==> src/rtl/pc_sequencer.sv <==
// pc_sequencer: owns the MIPS PC and sequences instruction fetch over a req/ack port.
// Optional macro PC_ALIGN_CHECK_EN: misaligned jump/branch targets divert to EXC_VECTOR and pulse addr_error.
module pc_sequencer #(
    parameter logic [31:0] RESET_VECTOR = 32'h0000_0000,
    parameter logic [31:0] EXC_VECTOR   = 32'h0000_0080
) (
    input  logic        clk,
    input  logic        rst_n,
    input  logic        stall,
    input  logic        branch_taken,
    input  logic [31:0] branch_target,
    input  logic        jump,
    input  logic [31:0] jump_target,
    input  logic        exception,
    output logic        imem_req,
    output logic [31:0] imem_addr,
    input  logic        imem_ack,
    output logic        fetch_valid,
    output logic [31:0] pc,
    output logic [31:0] pc_plus4,
    output logic        addr_error
);

    localparam int unsigned XLEN = 32;
    localparam logic [XLEN-1:0] PC_STEP = XLEN'(4);

    typedef enum logic [1:0] {
        BOOT = 2'd0,
        REQ  = 2'd1,
        HOLD = 2'd2
    } state_t;

    state_t          state;
    logic [XLEN-1:0] pc_q;
    logic [XLEN-1:0] redir_q;
    logic            kill_q;
    logic            req_q;

    logic            redir_any;
    logic [XLEN-1:0] redir_tgt;
    logic            align_err;

    // Winning redirect target under fixed priority exception > jump > branch.
    always_comb begin
        redir_any = exception | jump | branch_taken;
        redir_tgt = branch_target;
        align_err = 1'b0;
        if (exception) begin
            redir_tgt = EXC_VECTOR;
        end else if (jump) begin
            redir_tgt = jump_target;
        end
`ifdef PC_ALIGN_CHECK_EN
        if (!exception && redir_any && (redir_tgt[1:0] != 2'b00)) begin
            align_err = 1'b1;
            redir_tgt = EXC_VECTOR;
        end
`endif
    end

    // Fetch sequencing: a redirect during an outstanding request is parked and the fetch killed.
    always_ff @(posedge clk or negedge rst_n) begin
        if (!rst_n) begin
            state   <= BOOT;
            pc_q    <= RESET_VECTOR;
            redir_q <= '0;
            kill_q  <= 1'b0;
            req_q   <= 1'b0;
        end else begin
            case (state)
                BOOT: begin
                    if (redir_any) begin
                        pc_q <= redir_tgt;
                    end
                    state <= REQ;
                    req_q <= 1'b1;
                end
                REQ: begin
                    if (imem_ack) begin
                        if (redir_any) begin
                            pc_q <= redir_tgt;
                        end else if (kill_q) begin
                            pc_q <= redir_q;
                        end else begin
                            pc_q <= pc_plus4;
                        end
                        kill_q  <= 1'b0;
                        redir_q <= '0;
                        if (stall) begin
                            state <= HOLD;
                            req_q <= 1'b0;
                        end else begin
                            state <= REQ;
                            req_q <= 1'b1;
                        end
                    end else if (redir_any) begin
                        redir_q <= redir_tgt;
                        kill_q  <= 1'b1;
                    end
                end
                HOLD: begin
                    if (redir_any) begin
                        pc_q <= redir_tgt;
                    end
                    if (!stall) begin
                        state <= REQ;
                        req_q <= 1'b1;
                    end
                end
                default: begin
                    state <= BOOT;
                    req_q <= 1'b0;
                end
            endcase
        end
    end

    assign pc          = pc_q;
    assign pc_plus4    = pc_q + PC_STEP;
    assign imem_req    = req_q;
    assign imem_addr   = pc_q;
    assign fetch_valid = req_q & imem_ack & ~kill_q;
    assign addr_error  = align_err;

endmodule

==> config.mk <==
export PLATFORM = sky130hd
export DESIGN_NAME = pc_sequencer
export DESIGN_NICKNAME = d
export VERILOG_FILES = /design/src/rtl/pc_sequencer.sv
export SDC_FILE = /design/constraint.sdc
export NUM_CORES = 1
export LEC_CHECK = 0
export ABC_CLOCK_PERIOD_IN_PS = 2200
export BUFFER_PORTS_ARGS = -buffer_cell sky130_fd_sc_hd__buf_2
export CORE_MARGIN = 2
export CORE_UTILIZATION = 25
export CTS_BUF_LIST = sky130_fd_sc_hd__clkbuf_16
export CTS_CLUSTER_DIAMETER = 120
export DETAILED_ROUTE_END_ITERATION = 10
export GPL_TIMING_DRIVEN = 0
export PLACE_DENSITY = 0.47
export SLEW_MARGIN = 20
export SYNTH_ARGS = -nofsm -noshare
export SYNTH_HDL_FRONTEND = slang
export SYNTH_SLANG_ARGS = --single-unit
==> constraint.sdc <==
create_clock -name clk -period 2.2 [get_ports clk]
set_clock_uncertainty 0.05 [all_clocks]
set_input_delay 0.22 -clock clk [delete_from_list [all_inputs] [get_ports clk]]
set_output_delay 0.22 -clock clk [all_outputs]
set_load 0.05 [all_outputs]
* Word-level counts from Yosys, hierarchy flattened
Cells that the tools add are included.
** Operators by class
- Reduce and logical (&&, ||, !) cells :: 7
- Eq/ne operators :: 5
- Add/sub/neg operators :: 1
- Bitwise logic cells :: 5
- Multiplexer cells :: 18
** Operators with widths (count)
- $mux W32 :: 7
- $pmux W32 S2 :: 1
- $add A32 B3 Y32 const B :: 1
- $mux W2 :: 3
- $pmux W2 S3 :: 1
- $mux W1 :: 5
- $ne A2 B2 Y1 const B :: 2
- $reduce_and A2 Y1 :: 2
- $reduce_bool A2 Y1 :: 2
- $pmux W1 S3 :: 1
- $reduce_and A3 Y1 :: 1
- $and A1 B1 Y1 :: 2
- $eq A2 B1 Y1 const B :: 1
- $eq A2 B2 Y1 const B :: 1
- $logic_not A2 Y1 :: 1
- $ne A2 B1 Y1 const B :: 1
- $or A1 B1 Y1 :: 2
- $reduce_or A2 Y1 :: 1
- $not A1 Y1 :: 1
** Word-level totals
- Bits in registers :: 68
- Bits of input ports :: 71
- Output and inout port bits :: 99
- Logic and storage cells :: 41

* Longest topological paths before layout
- Depth after elaboration :: 5
- Depth in mapped cells :: 8
- Depth with buffers taken out :: 6

* Least setup slack after synthesis
Ideal clock, no wire load.
- Path type :: register -> output
- Start point :: reg pc_q[5], in the netlist imem_addr[5]
- End point :: out pc_plus4[25]
- Setup slack :: -746 ps
- Path buffers :: 1
- Stages on the path, launching flop included :: 7
- Data required time :: 1930 ps
- Arrival :: 2676 ps
- Path through :: dfrtp_1 > nand3_2 > nor3_2 > and3_1 > clkbuf_1 > nand3_1 > xnor2_1
** On the way
- Cells in the longest elaborated chain, start to end :: 1
** Ends and longest elaborated chain
- start, declared :: RTL line 34 : logic [XLEN-1:0] pc_q;
- start signal, assigned :: RTL line 73 : pc_q <= redir_tgt;
- start signal, assigned :: RTL line 81 : pc_q <= redir_tgt;
- start signal, assigned :: RTL line 83 : pc_q <= redir_q;
- $add A32 B3 Y32 :: RTL line 119 : assign pc_plus4 = pc_q + PC_STEP;
- end, declared :: RTL line 20 : output logic [31:0] pc_plus4,
No other way between the ends.

* Final worst setup path
- Start point :: reg pc_q[11], in the netlist imem_addr[11]
- End point :: out pc_plus4[30]
Same word-level chain as after synthesis.

==> metrics.txt <==
ANT cells 0; final-report hold violation count 0; count of buffering cells on the critical path with inverters included 3; ordered list of cells on the worst path and4_4, and3_4, buf_6, nand4_1, buf_6, nor2_4, xor2_4, buf_6; portion of the clock cycle consumed by the worst path in the final layout 1.052; flops & latches, synth 67; Yosys top cell area share 0.3704; Post-Route Hold Slack 0.05798 ns; critical path arrival 2.04 ns; Routed Antenna Nets 0; growth of design area from synthesis to finish 56.19%; initial antenna violation count 0; Setup Viol. Count Final 12; violated checks negative setup slack; max-capacitance violation count 0; overall routing resource usage 0.1908; Hold/Removal Path Class in -> reg; sum of routed wire length over all layers 18.60 mm; post-synthesis cell type count 57; number of warning messages in the yosys log 0; total negative setup slack -0.8575 ns; number of buffer cells added on primary ports 166; max frequency 432.2 MHz; worst-case clock buffer depth 2; number of placement rows 49; data required time of the critical path 1.93 ns; post-DP HPWL about 13 mm; number of sinks on the clock net 67; layout cell share with drive strength beyond 1 0.4986; dpl cell area 0.006071 mm2; total via count in the routed design between 4000 and 5000; worst setup margin -0.1140 ns; Post-synth EDFFs 0; reported leakage power 3.541 nW; largest net degree at the start of global routing 35; Max VDD drop 0.0007328 V; Final #Nets 805; number of remaining DRC errors 0; initial DRC count 340; Final Instance Area 0.007071 mm2; Main synth FF type sky130_fd_sc_hd__dfrtp_1; placeable core region 0.01784 mm2; Die H 138.6 um; slowest stage delay, CP 0.43 ns; most prevalent standard cell on the critical path sky130_fd_sc_hd__buf_6; crit-path max FO 5; effective utilization at floorplan 0.2537; GR Overflow Total 0; R2R Setup Slk 0.12 ns; Mapped Nets ~580; clock-pin slew on the worst setup and hold paths 0.05 ns; pwr/cell area 1101 mW/mm2; worst-path cell with the longest stage delay sky130_fd_sc_hd__dfrtp_4; CP delay by family, top simple AND/OR/NAND/NOR gates; iteration count of the initial detailed-routing pass 5; Die Wd 138.6 um; Syn Inst Count 503; I/O pin total 170; cell type with the largest total area after synthesis sky130_fd_sc_hd__dfrtp_1; Seq/Total Area, Yosys 0.3704; overall power consumption 0.007784 W; Slew headroom 0.4600; CTS Buf Count 9; die footprint between 0.015 and 0.02 mm2; TritonCTS clock tree yes; root buf cell sky130_fd_sc_hd__clkbuf_16; average vias per placed instance 5.062; critical path type reg -> out; type of destination of the critical path primary output; RSZ-0062 raised after global routing yes; global-route wire length before repair approximately 28 mm; final critical delay including setup and external delays about 2.3 ns; clock latency on the worst-skew pair 0.34 ns; slew at the pin closest to its max-slew limit 0.8012 ns; DP Worst Slack -0.3606 ns; routed length per placed instance between 15 and 20 um; netlist area before placement 0.004527 mm2; startpoint kind of the worst setup timing path flip-flop; status finished with violations; CTS H-Tree Depth 3; fraction of synthesis flops using an asynchronous set or reset pin 1.000; dominant cells by area after synthesis sky130_fd_sc_hd__dfrtp_1 37%, sky130_fd_sc_hd__mux2i_1 7.5%, sky130_fd_sc_hd__a22o_1 6.4%, sky130_fd_sc_hd__buf_4 6.0%, sky130_fd_sc_hd__nor2_1 4.2%; most common library cell in the layout ignoring fill and taps sky130_fd_sc_hd__buf_2; via count of the first global-routing pass 4951; Post-Synthesis Mean Instance Area 9.000 um2; RePlAce Congestion a little over 0.8; fin. max-slew vios 0; most used cells in the layout excluding fill and tap cells 150 x sky130_fd_sc_hd__buf_2, 89 x sky130_fd_sc_hd__buf_4, 47 x sky130_fd_sc_hd__nor2_1
==> synthesized netlist by cell type (5+ instances only) <==
cell / n
sky130_fd_sc_hd__a22o_1: 33
sky130_fd_sc_hd__buf_4: 36
sky130_fd_sc_hd__o211ai_1: 5
sky130_fd_sc_hd__dfrtp_1: 67
sky130_fd_sc_hd__nand4_1: 5
sky130_fd_sc_hd__o31a_1: 6
sky130_fd_sc_hd__and3_1: 26
sky130_fd_sc_hd__a21oi_1: 31
sky130_fd_sc_hd__mux2i_1: 34
sky130_fd_sc_hd__a211o_1: 7
sky130_fd_sc_hd__o41ai_1: 5
sky130_fd_sc_hd__o21ai_0: 18
sky130_fd_sc_hd__xnor2_1: 14
sky130_fd_sc_hd__nand2_1: 22
sky130_fd_sc_hd__o22ai_1: 6
sky130_fd_sc_hd__nand3_1: 13
sky130_fd_sc_hd__inv_1: 8
sky130_fd_sc_hd__or3_1: 5
sky130_fd_sc_hd__buf_2: 7
sky130_fd_sc_hd__nor2_1: 51
sky130_fd_sc_hd__xor2_1: 13
sky130_fd_sc_hd__o2bb2ai_1: 5
sky130_fd_sc_hd__nand2b_1: 5
sky130_fd_sc_hd__clkbuf_1: 27
==> report_power, final <==
group	leakage [nW]	internal, W	switching (W)
clock network	0.140	0.000740	0.000551
logic	2.56	0.00151	0.00316
registers	0.840	0.00151	0.000316
total	3.54	0.00376	0.00402
==> final timing paths <==
kind	to	start	cells past startpoint
worst min-delay path	state[0]	stall	2
min in group asynchronous	redir_q[23]	rst_n	2
max in group asynchronous	imem_addr[5]	rst_n	3
worst max-delay path	pc_plus4[30]	imem_addr[11]	8
worst min register to register	redir_q[6]	redir_q[6]	1
worst max register to register	imem_addr[30]	imem_addr[11]	8
==> worst register-to-register path: cells and delay by family (launching register included) <==
kind	cells	cell delay (ns)
simple gates	4	1.01
buf+inv	3	0.41
compound gates	1	0.10
flops	1	0.43
==> through the flow <==
step                      utilization  instances
after floorplan                     -        503
after global routing           0.3963        967
after global placement         0.3386        898
final                          0.3963        967
after CTS                      0.3869        957
after detailed placement       0.3403        899
==> layout make-up <==
type,count,area [um2]
clock inverters,7,30.03
flip-flops and latches,67,1715
inverters,8,30.03
repair buffers,221,1421
multi-input cells,354,2894
plain buffers,72,467.9
well taps,229,286.5
fillers,1855,10770
clock buffers,9,225.2
==> state kept, by name, indices dropped and copies added (netlist names) <==
signal,cells
redir_q,32
imem_addr,32
state,2
kill_q,1
==> routing by layer <==
| layer | part of all wire | track usage | wire (um) |
|---|---|---|---|
| met5 | 0 | 0 | 0 |
| met4 | 0.025 | 0.07250 | 458 |
| met3 | 0.062 | 0.03246 | 1148 |
| met2 | 0.47 | 0.3069 | 8738 |
| met1 | 0.44 | 0.2580 | 8257 |
==> cells by family (layout without fill, tap and decap cells) <==
logic type	count (synthesis)	count (layout)	share of synthesized area
XOR/XNOR	27	27	0.05224
buffers and inverters	82	317	0.1034
multiplexers	34	34	0.07518
other	1	1	0.0008284
AND/OR/NAND/NOR	150	150	0.1719
AO/OA/AOI/OAI	141	141	0.2233
flip-flops	67	67	0.3704
adder cells (fa/ha/maj)	1	1	0.002764
==> repair_timing <==
item,in CTS,in global routing
buffers inserted,42,10
hold buffers,1,0
gates resized for setup,66,29
hold endpoints to repair,33,0
pin swaps,17,11
gates cloned,1,0
setup endpoints to repair,82,41
Note: power is estimated with default switching activity, not from simulation.
